===== src/rtl/fsk_pkg.sv =====
`timescale 1ns/1ps
// Shared definitions for the FSK symbol path: scheduler states and symbol quality codes.
package fsk_pkg;

  typedef enum logic [2:0] {
    ST_IDLE   = 3'd0,
    ST_CLR    = 3'd1,
    ST_MEAS   = 3'd2,
    ST_SETTLE = 3'd3,
    ST_DECIDE = 3'd4
  } state_t;

  localparam logic [1:0] STATUS_OK    = 2'b00;
  localparam logic [1:0] STATUS_WEAK  = 2'b01;
  localparam logic [1:0] STATUS_TIE   = 2'b10;
  localparam logic [1:0] STATUS_NOISY = 2'b11;

endpackage


===== src/rtl/fsk_symbol_decider.sv =====
`timescale 1ns/1ps
// Combinational symbol decision from one window's f0/f1/unknown tick totals.
// Occupancy is compared as winner*100 against WINDOW_TICKS*MIN_OCCUPANCY_PCT in 40 bits
// so a full-scale 32-bit winner cannot overflow the product.
module fsk_symbol_decider
  import fsk_pkg::*;
#(
  parameter int WINDOW_TICKS      = 5000,
  parameter int MIN_OCCUPANCY_PCT = 75
) (
  input  logic [31:0] f0_value,
  input  logic [31:0] f1_value,
  input  logic [31:0] unknown_value,
  output logic        symbol_bit,
  output logic [1:0]  symbol_status
);

  localparam logic [39:0] OCC_THRESHOLD = 40'(WINDOW_TICKS) * 40'(MIN_OCCUPANCY_PCT);

  logic [31:0] winner;
  logic [39:0] winner_scaled;

  // Pick the dominant tone and grade it; a tie outranks noise, noise outranks weak occupancy.
  always_comb begin
    symbol_bit    = (f1_value > f0_value);
    winner        = symbol_bit ? f1_value : f0_value;
    winner_scaled = {8'd0, winner} * 40'd100;
    symbol_status = STATUS_OK;
    if (f0_value == f1_value) begin
      symbol_status = STATUS_TIE;
    end else if (unknown_value > winner) begin
      symbol_status = STATUS_NOISY;
    end else if (winner_scaled < OCC_THRESHOLD) begin
      symbol_status = STATUS_WEAK;
    end
  end

endmodule


===== src/rtl/fsk_window_scheduler.sv =====
`timescale 1ns/1ps
// Sequences a frequency analyzer through fixed-length measurement windows, grades each window
// into one FSK symbol and offers it on a valid/ready handshake. Dropped symbols are counted.
module fsk_window_scheduler
  import fsk_pkg::*;
#(
  parameter int WINDOW_TICKS      = 5000,
  parameter int MIN_OCCUPANCY_PCT = 75,
  parameter int OVERRUN_WIDTH     = 16
) (
  input  logic                     clock,
  input  logic                     clear,
  input  logic                     start,
  input  logic                     continuous,
  input  logic                     abort,
  output logic                     ana_clear,
  output logic                     ana_enable,
  input  logic [31:0]              f0_value,
  input  logic [31:0]              f1_value,
  input  logic [31:0]              unknown_value,
  output logic                     result_valid,
  input  logic                     result_ready,
  output logic                     result_bit,
  output logic [1:0]               result_status,
  output logic                     busy,
  output logic [OVERRUN_WIDTH-1:0] overrun_count
);

  localparam int              CNT_W    = (WINDOW_TICKS > 1) ? $clog2(WINDOW_TICKS) : 1;
  localparam logic [CNT_W-1:0] CNT_LOAD = CNT_W'(WINDOW_TICKS - 1);

  state_t           state;
  state_t           state_next;
  logic [CNT_W-1:0] count;
  logic [CNT_W-1:0] count_next;
  logic             dec_bit;
  logic [1:0]       dec_status;
  logic             accept;
  logic             decide_now;

  fsk_symbol_decider #(
    .WINDOW_TICKS      (WINDOW_TICKS),
    .MIN_OCCUPANCY_PCT (MIN_OCCUPANCY_PCT)
  ) u_decider (
    .f0_value      (f0_value),
    .f1_value      (f1_value),
    .unknown_value (unknown_value),
    .symbol_bit    (dec_bit),
    .symbol_status (dec_status)
  );

  assign accept     = result_valid && result_ready;
  assign decide_now = (state == ST_DECIDE) && !abort;

  // Next-state and window down-counter; abort overrides every state.
  always_comb begin
    state_next = state;
    count_next = count;
    if (abort) begin
      state_next = ST_IDLE;
    end else begin
      case (state)
        ST_IDLE: begin
          if (start) state_next = ST_CLR;
        end
        ST_CLR: begin
          state_next = ST_MEAS;
          count_next = CNT_LOAD;
        end
        ST_MEAS: begin
          if (count == '0) state_next = ST_SETTLE;
          else             count_next = count - CNT_W'(1);
        end
        ST_SETTLE: state_next = ST_DECIDE;
        ST_DECIDE: state_next = continuous ? ST_CLR : ST_IDLE;
        default:   state_next = ST_IDLE;
      endcase
    end
  end

  // State register; analyzer controls and busy are registered from the next state so they line up with it.
  always_ff @(posedge clock or negedge clear) begin
    if (!clear) begin
      state      <= ST_IDLE;
      count      <= '0;
      ana_clear  <= 1'b0;
      ana_enable <= 1'b0;
      busy       <= 1'b0;
    end else begin
      state      <= state_next;
      count      <= count_next;
      ana_clear  <= (state_next != ST_CLR);
      ana_enable <= (state_next == ST_MEAS);
      busy       <= (state_next != ST_IDLE);
    end
  end

  // Result register and saturating overrun counter; a held result is only replaced if consumed this cycle.
  always_ff @(posedge clock or negedge clear) begin
    if (!clear) begin
      result_valid  <= 1'b0;
      result_bit    <= 1'b0;
      result_status <= STATUS_OK;
      overrun_count <= '0;
    end else if (decide_now) begin
      if (!result_valid || accept) begin
        result_valid  <= 1'b1;
        result_bit    <= dec_bit;
        result_status <= dec_status;
      end else if (overrun_count != '1) begin
        overrun_count <= overrun_count + OVERRUN_WIDTH'(1);
      end
    end else if (accept) begin
      result_valid <= 1'b0;
    end
  end

endmodule

===== config.mk =====
export PLATFORM = sky130hd
export DESIGN_NAME = fsk_window_scheduler
export DESIGN_NICKNAME = d
export VERILOG_FILES = /design/src/rtl/fsk_pkg.sv /design/src/rtl/fsk_symbol_decider.sv /design/src/rtl/fsk_window_scheduler.sv
export SDC_FILE = /design/constraint.sdc
export NUM_CORES = 1
export LEC_CHECK = 0
export ABC_AREA = 0
export CELL_PAD_IN_SITES_DETAIL_PLACEMENT = 2
export CELL_PAD_IN_SITES_GLOBAL_PLACEMENT = 2
export CORE_UTILIZATION = 36
export DETAILED_ROUTE_END_ITERATION = 16
export PLACE_DENSITY_LB_ADDON = 0.1
export SYNTH_ARGS = -nofsm -noshare
export SYNTH_HDL_FRONTEND = slang
export SYNTH_SLANG_ARGS = --single-unit

===== constraint.sdc =====
create_clock -name clock -period 4.4 [get_ports clock]
set_input_delay 0.44 -clock clock [delete_from_list [all_inputs] [get_ports clock]]
set_output_delay 0.44 -clock clock [all_outputs]
set_load 0.01 [all_outputs]

==> impl_metrics.prom, run 1 <==
# TYPE chip_impl_metric gauge
chip_impl_info{name="run_status",value="aborted with a tool error"} 1
chip_impl_info{name="outcome.stop_stage",value="detailed placement (3_5_place_dp)"} 1
chip_impl_info{name="flow.first_error",value="[ERROR DPL-0033] detailed placement checks failed during check placement."} 1
chip_impl_metric{name="number_of_enable_flip_flop_cells_after_synthesis",unit=""} 0
chip_impl_metric{name="synth_seq_cells",unit=""} 39
chip_impl_metric{name="post_synthesis_cells",unit=""} 873
chip_impl_metric{name="netlist-cell-type-count",unit=""} 60
chip_impl_metric{name="boundaryPins",unit=""} 125
chip_impl_metric{name="die_x",unit="µm"} 147.0
chip_impl_metric{name="asyncSetResetFlopFracSynth",unit="%"} 100.0
chip_impl_metric{name="place.detailed.hpwl",unit="µm"} 34830
chip_impl_metric{name="chipHeight",unit="µm"} 147.0
chip_impl_metric{name="finalWeightedCongestion",unit=""} 0.8769
chip_impl_metric{name="synth_sequential_area_ratio",unit="%"} 12.90
chip_impl_metric{name="number_of_placement_rows",unit=""} 52
chip_impl_metric{name="yosysWarnings",unit=""} 0
chip_impl_metric{name="nets_in_the_synthesized_netlist",unit=""} 1168
chip_impl_metric{name="mappedNetlistArea",unit="mm²"} 0.007567
chip_impl_metric{name="numPortBuffers",unit=""} 124
chip_impl_info{name="most_frequently_used_flop_master_after_synthesis",value="sky130_fd_sc_hd__dfrtp_1"} 1
chip_impl_metric{name="postSynthAreaPerCell",unit="µm²"} 8.668
chip_impl_metric{name="initial_utilization",unit="%"} 37.04
==> through the flow <==
step	instance area [µm²]	setup WS, ns
global placement	11190	-2.573
floorplan	7825	-1.463
==> logic make-up after synthesis <==
family / Yosys count / synth area share [%]
DFF: 39 / 12.90
AOI/OAI and AO/OA: 196 / 17.61
xor gates and xnor gates: 41 / 4.745
buffers and inverters: 129 / 6.531
adders and majority gates: 193 / 34.59
and+or+nand+nor: 207 / 14.05
muxes: 68 / 9.573
==> cells in the mapped netlist, drive strengths merged, types with 6 or more instances <==
library cell / count / area share (%)
ha: 166 / 27
inv: 106 / 5.3
a21oi: 51 / 3.5
nand2: 44 / 2.2
nor2: 43 / 2.1
dfrtp: 39 / 13
mux2: 35 / 5.2
o21ai: 34 / 2.2
mux2i: 33 / 4.4
a21o: 31 / 3.1
fa: 27 / 7.1
xnor2: 26 / 3.0
nand4: 25 / 2.1
nand3: 22 / 1.5
xor2: 15 / 1.7
clkbuf: 14 / 0.69
o21a: 14 / 1.4
nor2b: 12 / 1.0
nor3: 12 / 0.79
and3: 11 / 0.91
nor4: 11 / 0.91
o211ai: 9 / 0.96
buf: 8 / 0.53
nand2b: 7 / 0.58
o31ai: 7 / 0.69
a211oi: 6 / 0.73
a31oi: 6 / 0.50
==> run 2: changes to the inputs <==
--- a/config.mk
+++ b/config.mk
@@ -6,11 +6,9 @@
 export NUM_CORES = 1
 export LEC_CHECK = 0
 export ABC_AREA = 0
-export CELL_PAD_IN_SITES_DETAIL_PLACEMENT = 2
-export CELL_PAD_IN_SITES_GLOBAL_PLACEMENT = 2
-export CORE_UTILIZATION = 36
+export CORE_UTILIZATION = 35
 export DETAILED_ROUTE_END_ITERATION = 16
-export PLACE_DENSITY_LB_ADDON = 0.1
+export PLACE_DENSITY_LB_ADDON = 0.15
 export SYNTH_ARGS = -nofsm -noshare
 export SYNTH_HDL_FRONTEND = slang
 export SYNTH_SLANG_ARGS = --single-unit
==> impl_metrics.prom, run 2 <==
# TYPE chip_impl_metric gauge
chip_impl_info{name="timing.critical_path.from_type",value="input port"} 1
chip_impl_info{name="synth.most_common_cell",value="sky130_fd_sc_hd__ha_1"} 1
chip_impl_metric{name="floorplan.die_area",unit="mm²"} 0.02221
chip_impl_metric{name="design_power_total",unit="mW"} 5.575
chip_impl_metric{name="combPwrFrac",unit="%"} 85.8
chip_impl_metric{name="drc_errors",unit=""} 0
chip_impl_metric{name="layout-area-overhead-vs-synth",unit="%"} 61.57
chip_impl_info{name="netlist_top_cells_count",value="sky130_fd_sc_hd__ha_1 (166), sky130_fd_sc_hd__inv_1 (106), sky130_fd_sc_hd__a21oi_1 (50)"} 1
chip_impl_metric{name="cpPeakStageDelay",unit="ns"} 0.53
chip_impl_metric{name="tritoncts_buffer_count",unit=""} 5
chip_impl_metric{name="timing_hold_violations_final",unit=""} 0
chip_impl_metric{name="totalNegativeSetupSlack",unit="ns"} -2.664
chip_impl_metric{name="synth_sequential_area_ratio",unit="%"} 12.90
chip_impl_metric{name="setup_ws",unit="ns"} -1.708
chip_impl_metric{name="nets_in_the_synthesized_netlist",unit=""} 1168
chip_impl_info{name="failing_checks",value="negative setup slack"} 1
chip_impl_metric{name="synth_top_area_share",unit="%"} 27.45
chip_impl_metric{name="rrSetupSlack",unit="ns"} 1.64
chip_impl_metric{name="grt_remaining_overflow",unit=""} 0
chip_impl_metric{name="numPortBuffers",unit=""} 124
chip_impl_info{name="final_common_cell",value="sky130_fd_sc_hd__buf_4"} 1
chip_impl_info{name="reg.largest.list",value="overrun_count: 16 flops, count: 13 flops, state: 3 flops"} 1
chip_impl_metric{name="pre_cts_slack",unit="ns"} -2.495
chip_impl_metric{name="max_freq",unit="GHz"} 0.1637
chip_impl_metric{name="fp.coreArea",unit="mm²"} 0.02109
chip_impl_metric{name="powerDensity",unit="mW/mm²"} 455.9
chip_impl_metric{name="number_of_placement_rows",unit=""} 53
chip_impl_metric{name="crit_arrival",unit="ns"} 6.33
chip_impl_metric{name="wirelength",unit="µm"} 23790
chip_impl_metric{name="critical_path_peak_fanout",unit=""} 8
chip_impl_metric{name="routed_wire_length_per_instance",unit="µm"} 15.68
chip_impl_metric{name="antenna_diode_instance_count",unit=""} 0
chip_impl_metric{name="cellInternalPower",unit="mW"} 3.109
chip_impl_metric{name="slew_headroom",unit="%"} 36.92
chip_impl_metric{name="fin_util",unit="%"} 57.98
chip_impl_metric{name="place.detailed.hpwl",unit="µm"} 19470
chip_impl_metric{name="fin_crit_sh",unit="%"} 138.8
chip_impl_info{name="timing.critical_path.from",value="f1_value[17]"} 1
chip_impl_metric{name="tightestPinTransition",unit="ns"} 0.9462
chip_impl_info{name="post-synth-top-area-cell",value="sky130_fd_sc_hd__ha_1"} 1
chip_impl_metric{name="p_sw",unit="mW"} 2.466
chip_impl_metric{name="path_clk_slew",unit="ns"} 0.07
chip_impl_metric{name="vias_after_detailed_routing",unit=""} 7745
chip_impl_metric{name="grt_pass1_wl",unit="µm"} 37650
chip_impl_metric{name="leakagePower",unit="nW"} 5.895
chip_impl_info{name="cts.root.buffer_cell",value="sky130_fd_sc_hd__clkbuf_16"} 1
chip_impl_info{name="timing.hold.worst.class",value="input port to asynchronous set/reset pin"} 1
chip_impl_metric{name="dr.pass1.iters",unit=""} 4
chip_impl_info{name="most_frequently_used_flop_master_after_synthesis",value="sky130_fd_sc_hd__dfrtp_1"} 1
chip_impl_info{name="final_cell_mix",value="sky130_fd_sc_hd__buf_4 (244), sky130_fd_sc_hd__ha_1 (113), sky130_fd_sc_hd__inv_1 (90), sky130_fd_sc_hd__clkdlybuf4s50_1 (72), sky130_fd_sc_hd__ha_4 (46)"} 1
chip_impl_metric{name="worst_ir_drop_vdd",unit="mV"} 0.2792
chip_impl_metric{name="htreeDepth",unit=""} 2
chip_impl_metric{name="initial_utilization",unit="%"} 35.88
chip_impl_metric{name="number_of_failing_setup_endpoints_in_the_final_timing_report",unit=""} 2
chip_impl_info{name="crit-reg2reg-launch",value="state[1]"} 1
chip_impl_info{name="r2r_end",value="result_status[0]"} 1
chip_impl_metric{name="initial_antenna_violation_count",unit=""} 0
chip_impl_metric{name="finalClockSkew",unit="ns"} 0.01394
chip_impl_metric{name="period_needed",unit="ns"} 6.108
chip_impl_info{name="synth.area.top_cells",value="sky130_fd_sc_hd__ha_1 (27%), sky130_fd_sc_hd__dfrtp_1 (13%), sky130_fd_sc_hd__fa_1 (7.1%), sky130_fd_sc_hd__inv_1 (5.3%), sky130_fd_sc_hd__mux2_1 (4.9%)"} 1
chip_impl_metric{name="cts_hold_buf",unit=""} 0
chip_impl_metric{name="tritoncts_sinks",unit=""} 39
chip_impl_info{name="largest_reg_by_ff_count",value="overrun_count"} 1
chip_impl_metric{name="mappedNetlistArea",unit="mm²"} 0.007567
chip_impl_metric{name="final_cell_count_no_fill",unit=""} 1517
chip_impl_metric{name="ant_nets",unit=""} 0
chip_impl_metric{name="number_of_enable_flip_flop_cells_after_synthesis",unit=""} 0
chip_impl_metric{name="post_synthesis_cells",unit=""} 873
chip_impl_metric{name="die_x",unit="µm"} 149.0
chip_impl_info{name="timing.setup.critical_path_class",value="input port to flip-flop"} 1
chip_impl_metric{name="groute.usage.overall",unit="%"} 21.30
chip_impl_info{name="crit_slowest_cell",value="sky130_fd_sc_hd__or4_4"} 1
chip_impl_metric{name="drv.max_cap_violation_count",unit=""} 0
chip_impl_metric{name="switching_share",unit="%"} 44.23
chip_impl_metric{name="final_net_count",unit=""} 1536
chip_impl_metric{name="first_iter_violations",unit=""} 294
chip_impl_metric{name="grt_start_max_net_pins",unit=""} 40
chip_impl_info{name="run_status",value="finished, violations left"} 1
chip_impl_metric{name="boundaryPins",unit=""} 125
chip_impl_metric{name="synth_seq_cells",unit=""} 39
chip_impl_metric{name="asyncSetResetFlopFracSynth",unit="%"} 100.0
chip_impl_metric{name="netlist-cell-type-count",unit=""} 60
chip_impl_metric{name="drive_above_1_share",unit="%"} 34.54
chip_impl_metric{name="yosysWarnings",unit=""} 0
chip_impl_metric{name="finalWeightedCongestion",unit=""} 0.9072
chip_impl_metric{name="worst_skew_pair_latency",unit="ns"} 0.29
chip_impl_metric{name="post-place-cells",unit=""} 1471
chip_impl_metric{name="share_seq_of_total_power",unit="%"} 7.2
chip_impl_metric{name="share_clk_of_total_power",unit="%"} 7.0
chip_impl_metric{name="grt_pass1_vias",unit=""} 7713
chip_impl_metric{name="finalMaxSlewViolations",unit=""} 0
chip_impl_metric{name="critPathRequiredTime",unit="ns"} 4.62
chip_impl_metric{name="chipHeight",unit="µm"} 149.0
chip_impl_metric{name="cts_max_path_bufs",unit=""} 2
chip_impl_info{name="tritoncts",value="built"} 1
chip_impl_info{name="critical_path_end_type",value="flip-flop"} 1
chip_impl_metric{name="rr_worst_depth",unit=""} 8
chip_impl_metric{name="vias_per_cell",unit=""} 5.105
chip_impl_metric{name="largest_register_ffs",unit=""} 16
chip_impl_info{name="grt_setup_unrepaired",value="true"} 1
chip_impl_metric{name="postSynthAreaPerCell",unit="µm²"} 8.668
-- run 2: cell counts after synthesis --
Identical to the previous run, type by type.
-- run 2: kinds of logic after synthesis --
| group | synth area share, % |
|---|---|
| and+or+nand+nor | 14.05 |
| AOI/OAI and AO/OA | 17.61 |
| muxes | 9.573 |
| adders and majority gates | 34.59 |
| xor gates and xnor gates | 4.745 |
| buffers and inverters | 6.531 |
| DFF | 12.90 |
-- run 2: power by group through the flow --
stage	combinational, mW	clock, mW	sequential (mW)
after floorplan	2.48	0	0.404
after global placement	4.16	0	0.406
after detailed placement	4.16	0	0.407
after CTS	4.40	0.400	0.400
after global routing	5.27	0.418	0.403
final	4.78	0.392	0.400
-- run 2: layout make-up --
cell class,count,area [µm²]
clock buffer,7,152.6
clock inverter,1,7.507
fill,1925,8861
inverter,107,406.6
multi-input combinational,705,7064
sequential,39,975.9
tap,275,344.1
timing repair buffer,383,3276
-- run 2: timing repair --
action / in CTS / in global routing
gates resized for setup: 163 / 79
gates cloned: 2 / 0
endpoints found under the setup margin: 2 / 2
pin swaps: 60 / 57
setup buffers: 28 / 11
-- run 2: layer usage --
| layer | wire length [µm] | GRT usage [%] | vias up |
|---|---|---|---|
| met5 | 0 | 0 | - |
| met4 | 503 | 4.847 | 0 |
| met3 | 757 | 1.529 | 32 |
| met2 | 11440 | 37.21 | 140 |
| met1 | 11090 | 28.44 | 3662 |
| li1 | - | - | 3911 |
-- run 2: worst max path at each step --
stage | to | slack, ns | cells past startpoint
global placement | result_status[0] | -2.49 | 22
global route | result_status[0] | -1.97 | 31
detailed placement | result_status[0] | -2.49 | 22
finish | result_status[0] | -1.71 | 30
CTS | result_status[0] | -1.66 | 30
floorplan | result_status[0] | -1.46 | 28
-- run 2: stage by stage --
| stage | area [µm²] | hold slack, ns |
|---|---|---|
| floorplan | 7825 | 0.1444 |
| global placement | 10970 | 0.4681 |
| detailed placement | 10970 | 0.4804 |
| CTS | 11730 | 0.3155 |
| global route | 12230 | 0.3662 |
| finish | 12230 | 0.2871 |
-- run 2: worst max-delay path: cells and delay by family --
kind	cells	cell delay (ns)
and+or+nand+nor	8	1.27
AOI/OAI and AO/OA	11	2.07
adders and majority gates	5	1.56
buffers and inverters	5	0.61
muxes	1	0.34
No activity file was read; power rests on OpenSTA's default activity.
